[src/rtl/crc8_framer.sv]
// crc8_framer: forwards payload bytes through a single registered output slot
// while accumulating a CRC-8 (poly 0x07, MSB-first, no reflection), then
// appends the final CRC byte flagged with m_last.
module crc8_framer #(
    parameter logic [7:0] INIT    = 8'h00,
    parameter logic [7:0] XOR_OUT = 8'h00,
    parameter int         CNT_W   = 16
) (
    input  logic             clk,
    input  logic             reset,
    input  logic [7:0]       s_data,
    input  logic             s_valid,
    input  logic             s_last,
    output logic             s_ready,
    output logic [7:0]       m_data,
    output logic             m_valid,
    output logic             m_last,
    input  logic             m_ready,
    output logic [CNT_W-1:0] frame_count
);

    typedef enum logic {
        ST_PAYLOAD = 1'b0,
        ST_APPEND  = 1'b1
    } state_t;

    state_t           state, state_nxt;
    logic [7:0]       crc, crc_nxt;
    logic [7:0]       m_data_nxt;
    logic             m_valid_nxt, m_last_nxt;
    logic [CNT_W-1:0] frame_count_nxt;
    logic             slot_free;
    logic             accept;

    // One full byte of CRC-8 update, bit 7 of the data first.
    function automatic logic [7:0] crc8_step(input logic [7:0] crc_in,
                                             input logic [7:0] data);
        logic [7:0] c;
        c = crc_in ^ data;
        for (int i = 0; i < 8; i++) begin
            c = c[7] ? ({c[6:0], 1'b0} ^ 8'h07) : {c[6:0], 1'b0};
        end
        return c;
    endfunction

    // The slot can be reloaded when it is empty or being drained this cycle.
    assign slot_free = !m_valid || m_ready;
    assign s_ready   = (state == ST_PAYLOAD) && slot_free;
    assign accept    = s_valid && s_ready;

    // Next-state and next-slot logic; a stalled slot simply holds.
    always_comb begin
        // NOTE: every signal gets a default before the case so no path leaves
        // one unassigned, which would otherwise infer a latch.
        state_nxt       = state;
        crc_nxt         = crc;
        m_data_nxt      = m_data;
        m_valid_nxt     = m_valid;
        m_last_nxt      = m_last;
        frame_count_nxt = frame_count;

        case (state)
            ST_PAYLOAD: begin
                if (accept) begin
                    m_data_nxt  = s_data;
                    m_last_nxt  = 1'b0;
                    m_valid_nxt = 1'b1;
                    crc_nxt     = crc8_step(crc, s_data);
                    if (s_last) begin
                        state_nxt = ST_APPEND;
                    end
                end else if (slot_free) begin
                    m_valid_nxt = 1'b0;
                end
            end
            ST_APPEND: begin
                if (slot_free) begin
                    m_data_nxt      = crc ^ XOR_OUT;
                    m_last_nxt      = 1'b1;
                    m_valid_nxt     = 1'b1;
                    crc_nxt         = INIT;
                    frame_count_nxt = frame_count + CNT_W'(1);
                    state_nxt       = ST_PAYLOAD;
                end
            end
            default: begin
                state_nxt = ST_PAYLOAD;
            end
        endcase
    end

    // State, CRC accumulator, output slot and frame counter registers.
    always_ff @(posedge clk) begin
        // NOTE: registers use non-blocking assignments so every flop samples
        // pre-edge values regardless of statement order.
        if (reset) begin
            state       <= ST_PAYLOAD;
            crc         <= INIT;
            m_data      <= 8'h00;
            m_valid     <= 1'b0;
            m_last      <= 1'b0;
            frame_count <= '0;
        end else begin
            state       <= state_nxt;
            crc         <= crc_nxt;
            m_data      <= m_data_nxt;
            m_valid     <= m_valid_nxt;
            m_last      <= m_last_nxt;
            frame_count <= frame_count_nxt;
        end
    end

endmodule

[config.mk]
export PLATFORM = sky130hd
export DESIGN_NAME = crc8_framer
export DESIGN_NICKNAME = d
export VERILOG_FILES = /design/src/rtl/crc8_framer.sv
export SDC_FILE = /design/constraint.sdc
export NUM_CORES = 1
export LEC_CHECK = 0
export CORE_UTILIZATION = 45
export CTS_BUF_LIST = sky130_fd_sc_hd__clkbuf_16
export CTS_CLUSTER_SIZE = 8
export DETAILED_ROUTE_END_ITERATION = 16
export HOLD_SLACK_MARGIN = 0.1
export PLACE_DENSITY = 0.8
export SLEW_MARGIN = 40
export SYNTH_ARGS = -nofsm -noshare
export SYNTH_HDL_FRONTEND = slang
export SYNTH_SLANG_ARGS = --single-unit
[constraint.sdc]
create_clock -name clk -period 4.75 [get_ports clk]
set_clock_uncertainty 0.1 [all_clocks]
set_input_delay 0.95 -clock clk [delete_from_list [all_inputs] [get_ports clk]]
set_output_delay 0.95 -clock clk [all_outputs]
set_load 0.01 [all_outputs]
======== Yosys cells after proc, flatten, opt, wreduce, memory -nomap -nowiden ========
Index checks and enable logic that the tools add are counted.
cells by class
  muxes and demuxes ....................... 24
  bitwise operators ....................... 10
  reduce and logical (&&, ||, !) cells .... 7
  add/subtract/negate cells ............... 1
  equal/unequal tests ..................... 3
operators by type and width
  cell                                            count
  2-to-1 mux 8 bit                                4
  one-hot mux 8 bit (2 select lines)              2
  2-to-1 mux 3 bit                                8
  NOT 3 bit                                       8
  adder 16 x 1 -> 16 bit (second input constant)  1
  bitwise XOR 8 bit                               1
  2-to-1 mux 1 bit                                7
  one-hot mux 1 bit (2 select lines)              3
  AND reduction 2 bit                             3
  != test 3 bit (second input constant)           1
  logical AND 1 bit                               2
  != test 2 x 1 -> 1 bit (second input constant)  1
  != test 2 bit (second input constant)           1
  zero test 1 bit                                 1
  logical OR 1 bit                                1
  NOT 1 bit                                       1
word-level totals
  register bits after elaboration ......... 35
  input port bits ......................... 13
  output and inout port bits .............. 27

======== Depth between registers and ports, before layout ========
Gate-level depths: netlist of the first run.
  depth after elaboration ................. 19
  mapped depth ............................ 6

======== Worst setup path before layout of the first run ========
OpenSTA, ideal clock, no wires.
  path kind ............................... input to output
  start ................................... in m_ready
  end ..................................... out s_ready
  path slack .............................. 2.361 ns
  cell stages on the path ................. 2
  required time ........................... 3.700 ns
  data arrival time ....................... 1.339 ns
  cell sequence ........................... nor2b_1 nor2_1
between the ends
  longest elaborated chain between the ends .. 2
RTL lines
  element            line  RTL
  from (decl)        18    input logic m_ready,
  logical OR 1 bit   47    assign slot_free = !m_valid || m_ready;
  logical AND 1 bit  48    assign s_ready = (state == ST_PAYLOAD) && slot_free;
  to (decl)          14    output logic s_ready,
No other way between the ends.

======== Worst setup path in the final report of the first run ========
Ends and elaborated chain as after synthesis.

==> results of run 1 <==
==> per-stage QoR <==
stage               cells  instance area [sq um]   util  power [W]  setup WS, ns
floorplan             191                   1830      -   0.000651          2.36
CTS                   278                   2390  0.634    0.00103          1.35
finish                278                   2390  0.634    0.00102          1.37
detailed placement    270                   2250  0.597   0.000717          1.37
global route          278                   2390  0.634    0.00108          1.28
global placement      270                   2250  0.597   0.000711          1.42
==> path summary, 6_finish.rpt <==
check | to | slack, ns
setup / recovery | s_ready | 1.37
setup reg to reg | frame_count[13]$_SDFFE_PP0P_ | 2.66
hold reg to reg | m_last$_SDFFE_PP0P_ | 0.36
hold / removal | m_last$_SDFFE_PP0P_ | 0.36
==> final cells by class <==
class                   count  share of cell area
well taps                  48              0.0251
inverters                   1             0.00157
multi-input cells         145               0.451
clock inverters             3             0.00680
repair buffers             41               0.169
flip-flops and latches     35               0.293
clock buffers               5              0.0523
==> power groups by stage <==
stage / Clock (W) / Combinational [W] / Sequential [W]
2_1_floorplan: 0 / 0.000280 / 0.000371
3_3_place_gp: 0 / 0.000335 / 0.000375
3_5_place_dp: 0 / 0.000340 / 0.000377
4_1_cts: 0.000317 / 0.000344 / 0.000370
5_1_grt: 0.000330 / 0.000375 / 0.000378
6_report: 0.000311 / 0.000343 / 0.000371
==> per-layer routing <==
layer  GRT usage  vias to the layer above
met5           0                        -
met4      0.0734                        0
met3      0.0538                        6
met2       0.318                       50
met1       0.269                      704
li1            -                      780
==> layout by cell type (no fill, tap or decap), types with 5 or more instances in the layout <==
cell | netlist | routed
nand2_1 | 12 | 12
nand4_1 | 6 | 6
a211oi_1 | 8 | 8
clkdlybuf4s50_1 | 0 | 39
clkbuf_16 | 0 | 5
xor2_1 | 6 | 6
a21oi_1 | 13 | 13
dfxtp_1 | 35 | 34
or3_1 | 5 | 5
xnor3_1 | 6 | 6
mux2i_1 | 9 | 9
xnor2_1 | 8 | 8
nor2_1 | 23 | 23
nand3_1 | 9 | 9
==> synth_stat cells <==
library cell / instances
o22ai_1: 1
nand4b_1: 1
a211oi_1: 8
o31ai_1: 4
or4b_4: 1
buf_6: 1
xor3_1: 3
inv_1: 1
o21ai_0: 4
nand2_1: 12
xnor2_2: 1
xor2_1: 6
a21oi_1: 13
a22oi_1: 1
nand3_1: 9
clkbuf_1: 9
nor2b_1: 2
or3_1: 5
nand2b_1: 1
nor3b_1: 1
a31oi_1: 3
o221a_2: 3
and4_1: 1
or4_1: 4
mux2i_1: 9
dfxtp_1: 35
nand4_1: 6
xnor3_1: 6
nand2_4: 1
nor2_1: 23
nor4_1: 1
xnor2_1: 8
and3_1: 1
nor3_1: 1
o22a_1: 1
ha_1: 1
a21o_1: 1
and2_1: 2
==> cell families (layout without fill, tap and decap cells) <==
group,Yosys count,in the layout,share of synthesized area
fa+ha+maj,1,1,0.00684
simple gates,72,72,0.205
mux,9,9,0.0492
xor+xnor,24,24,0.189
flops,35,35,0.383
buf+inv,11,50,0.0267
compound gates,39,39,0.141
==> worst max-delay path: cells and delay by family <==
kind	cells	cell delay, ns
buffers and inverters	2	0.91
and+or+nand+nor	2	0.46
==> sequential cells by signal, summed over array words and instances, names as in the netlist <==
name / count
crc: 8
m_data: 8
state: 1
m_last: 1
frame_count: 16
m_valid: 1
==> results.toml, run 1 <==
[critical_path]
crit_path_start_kind = "input pin"
crit_fanout = 7
slowest_stage = "clkdlybuf4s50_1"
crit_path_start = "m_ready"
endpoint_kind = "output port"
worstPathRequired_ns = 3.70
reg2regPathDepth = 4
crit_chain = "clkdlybuf4s50_1 -> nor2b_1 -> nor2_1 -> clkdlybuf4s50_1"
cpMostUsedCell = "clkdlybuf4s50_1"
critPathKind = "input pin to output port"
arrival_ns = 2.33
cp_slowest_stage_delay_ns = 0.49
r2r_start = "state$_SDFF_PP0_"

[finish]
multi_input_area_sq_um = 1080
nNetsFinal = 243
fillers = 304
antennaDiodeCount = 0
synthToLayoutAreaGrowth_pct = 30.8
area.sequential_sq_um = 702
drive_above_1_share = 0.0696

[pwr]
seq_power_share = 0.362
pwr-share-comb = 0.335
leakagePower_nw = 0.894
p_clk_frac = 0.304
ir_drop_mv = 0.246
p_per_area_nw_per_um2 = 428
p_int_w = 0.000744
p_sw_frac = 0.275
p_switching_w = 0.000281

[drt]
drc = 0
vias = 1540
wl_met2_mm = 1.70
drtIter0Drc = 78
m1WireLength_mm = 1.81
routedWlPerCell_microns = 13.7
ant_nets = 0
dr.pass1.iters = 4
via_per_inst = 5.54
top_layer = "met4"
postRouteWirelength_mm = 3.82
wl_met3_microns = 242

[yosys]
synth-seq-cells = 35
postSynthAreaPerCell_sq_um = 9.58
yosys_warnings = 0
synth_cell_types = 38
synth.cell_area_sq_um = 1830
mappedNetlistNets = 205
synth_top_area_frac = 0.383
synth_cells = 191
synth.area.top_cells = "dfxtp_1 38%, xnor3_1 7.4%, mux2i_1 4.9%"
yosysTopAreaCell = "dfxtp_1"
seq_area_frac_synth = 0.383

[clock_tree]
path_clk_slew_ns = 0.05
ctsHoldBuffers = 0
numCtsBuffers = 5
cts_setup_buffers = 0
clock-sinks = 35
h-tree-depth = 2
cts_buffer_depth = 2
cts_tree = "done"
clk_latency_ns = 0.28
cts-resized-gates = 0
cts_root_buffer = "clkbuf_16"

[global_routing]
grtUsageTotal = 0.204
antenna_found_initial = 0
grt_pass1_vias = 1425
globalRouteOverflowTotal = 0
grt_pass1_wl_mm = 6.67
grt_start_max_net_pins = 37

[timing]
rsz0062_at_grt = "false"
setup_viol = 0
tns_ns = 0
finalHoldViolations = 0
slew_headroom = 0.689
fmax_mhz = 296
fin_crit_sh = 0.712
worstMarginPinSlew_ns = 0.465
finalMaxSlewViolations = 0
finalCriticalPeriod_ns = 3.38
hold-worst-slack_ns = 0.359

[place]
dp_hpwl_mm = 2.61
numPortBuffers = 39
gp_congestion = 0.830

[run_status]
status = "completed"

[floorplanning]
num_rows = 22
start_util = 0.485
die_h_microns = 65.8
core_area_sq_um = 3770
die-area_sq_um = 4320
pin_count = 40
die_w_microns = 65.8

[hold_path]
min_path_cells = 2
hp-start = "m_last$_SDFFE_PP0P_"
hp-class = "register to register"

[job]
drv_cap = 0
Note: power is estimated with default switching activity, not from simulation.
==> inputs of run 2 (changes only) <==
==> constraint.sdc (replaced) <==
create_clock -name clk -period 3.3 [get_ports clk]
set_clock_uncertainty 0.1 [all_clocks]
set_input_delay 0.66 -clock clk [delete_from_list [all_inputs] [get_ports clk]]
set_output_delay 0.66 -clock clk [all_outputs]
set_load 0.01 [all_outputs]
==> run 2 against run 1 <==
Net effect: first-iteration DRC count increased by 83%; non-clock buffer count increased by 2; sequential power increased by 43%; total power increased by 52%.
==> results.toml, run 2 (synthesized netlist as in run 1, its figures left out) <==
[global_routing]
antenna_found_initial = 0
globalRouteOverflowTotal = 0
grt_pass1_vias = 1378
grt_start_max_net_pins = 36
grt_pass1_wl_mm = 6.37
grtUsageTotal = 0.198

[clock_tree]
ctsHoldBuffers = 0
cts_buffer_depth = 2
clock-sinks = 35
cts_root_buffer = "clkbuf_16"
cts_setup_buffers = 0
path_clk_slew_ns = 0.06
cts-resized-gates = 0
cts_tree = "done"
clk_latency_ns = 0.28
h-tree-depth = 2
numCtsBuffers = 5

[pwr]
pwr-share-comb = 0.317
seq_power_share = 0.341
p_switching_w = 0.000408
p_per_area_nw_per_um2 = 641
p_clk_frac = 0.342
p_sw_frac = 0.262
p_int_w = 0.00115
leakagePower_nw = 0.916
ir_drop_mv = 0.471

[floorplanning]
core_area_sq_um = 3770
num_rows = 22
die_h_microns = 65.8
pin_count = 40
start_util = 0.485
die_w_microns = 65.8
die-area_sq_um = 4320

[finish]
layout_common_cells = "39 x clkdlybuf4s50_1, 35 x dfxtp_1, 23 x nor2_1"
fillers = 310
largest-register = "frame_count"
nNetsFinal = 245
synthToLayoutAreaGrowth_pct = 33.0
top_regs = "frame_count (16), crc (8), m_data (8)"
antennaDiodeCount = 0
area.sequential_sq_um = 701
multi_input_area_sq_um = 1080
fin_cells = 280
drive_above_1_share = 0.0776
largest_register_ffs = 16
final_common_cell = "clkdlybuf4s50_1"

[timing]
finalHoldViolations = 0
tns_ns = 0
slew_headroom = 0.702
worstMarginPinSlew_ns = 0.446
fin_crit_sh = 0.843
finalCriticalPeriod_ns = 2.78
rsz0062_at_grt = "false"
hold-worst-slack_ns = 0.361
finalMaxSlewViolations = 0
fmax_mhz = 360
setup_viol = 0

[critical_path]
cpMostUsedCell = "clkdlybuf4s50_1"
crit_chain = "clkdlybuf4s50_1 -> nor2b_1 -> nor2_1 -> clkdlybuf4s50_1"
path_delay_family = "buffers and inverters"
endpoint_kind = "output port"
crit_path_start_kind = "input pin"
arrival_ns = 2.02
crit_buf_inv = 2
cp_slowest_stage_delay_ns = 0.49
slowest_stage = "clkdlybuf4s50_1"
crit_fanout = 7
critPathKind = "input pin to output port"
worstPathRequired_ns = 2.54

[drt]
postRouteWirelength_mm = 3.95
drtIter0Drc = 143
routedWlPerCell_microns = 14.1
vias = 1536
via_per_inst = 5.49
drc = 0
dr.pass1.iters = 4
ant_nets = 0

[hold_path]
hp-class = "register to register"

[place]
dp_hpwl_mm = 2.71
dpl.cell_count = 272
gp_congestion = 0.783
numPortBuffers = 39

[run_status]
status = "completed"

[job]
drv_cap = 0
==> run 2: cell types whose count changed in the layout (fill, tap and decap cells not counted) <==
cell,change
buf_4,+2
bufinv_16,+1
clkinv_4,+1
clkinvlp_4,-1
dfxtp_1,+1
dfxtp_2,-1
inv_1,-1
==> run 2: final timing paths <==
path | startpoint | to | slack (ns) | cells past startpoint
setup / recovery | m_ready | s_ready | 0.52 | 4
setup reg to reg | m_valid$_SDFFE_PP0P_ | frame_count[13]$_SDFFE_PP0P_ | 1.39 | 4
hold / removal | m_last$_SDFFE_PP0P_ | m_last$_SDFFE_PP0P_ | 0.36 | 2
hold reg to reg | m_last$_SDFFE_PP0P_ | m_last$_SDFFE_PP0P_ | 0.36 | 2
==> run 2: layout make-up <==
cell class | instances | share of cell area
Inverter | 1 | 0.00154
Tap cell | 48 | 0.0247
Sequential cell | 35 | 0.288
Multi-Input combinational cell | 145 | 0.444
Clock inverter | 3 | 0.0180
Timing Repair Buffer | 43 | 0.173
Clock buffer | 5 | 0.0514
==> run 2: worst reg2reg max path, stage by stage (launching register included) <==
cell and delay [ns]:
dfxtp_1 0.31, nor2b_1 0.20, or4b_4 0.59, or4_1 0.49, a21oi_1 0.15
==> run 2: power groups by stage <==
stage	sequential (W)	clock (W)	combinational, W
3_5_place_dp	0.000539	0	0.000494
3_3_place_gp	0.000537	0	0.000488
4_1_cts	0.000531	0.000544	0.000497
2_1_floorplan	0.000533	0	0.000403
5_1_grt	0.000539	0.000560	0.000536
6_report	0.000532	0.000534	0.000495
==> run 2: layer usage <==
metal  vias to the layer above  GRT usage  part of all wire
li1                        781          -                 -
met1                       703      0.265              0.48
met2                        48      0.304              0.45
met3                         4     0.0382             0.053
met4                         0     0.0978             0.016
met5                         -          0                 0
==> run 2: stage by stage <==
stage | power (W) | setup slack, ns | instance area, sq um | utilization
2_1_floorplan | 0.000936 | 1.24 | 1830 | -
3_3_place_gp | 0.00102 | 0.568 | 2260 | 0.601
3_5_place_dp | 0.00103 | 0.522 | 2260 | 0.601
4_1_cts | 0.00157 | 0.520 | 2430 | 0.645
5_1_grt | 0.00164 | 0.416 | 2430 | 0.645
6_report | 0.00156 | 0.519 | 2430 | 0.645
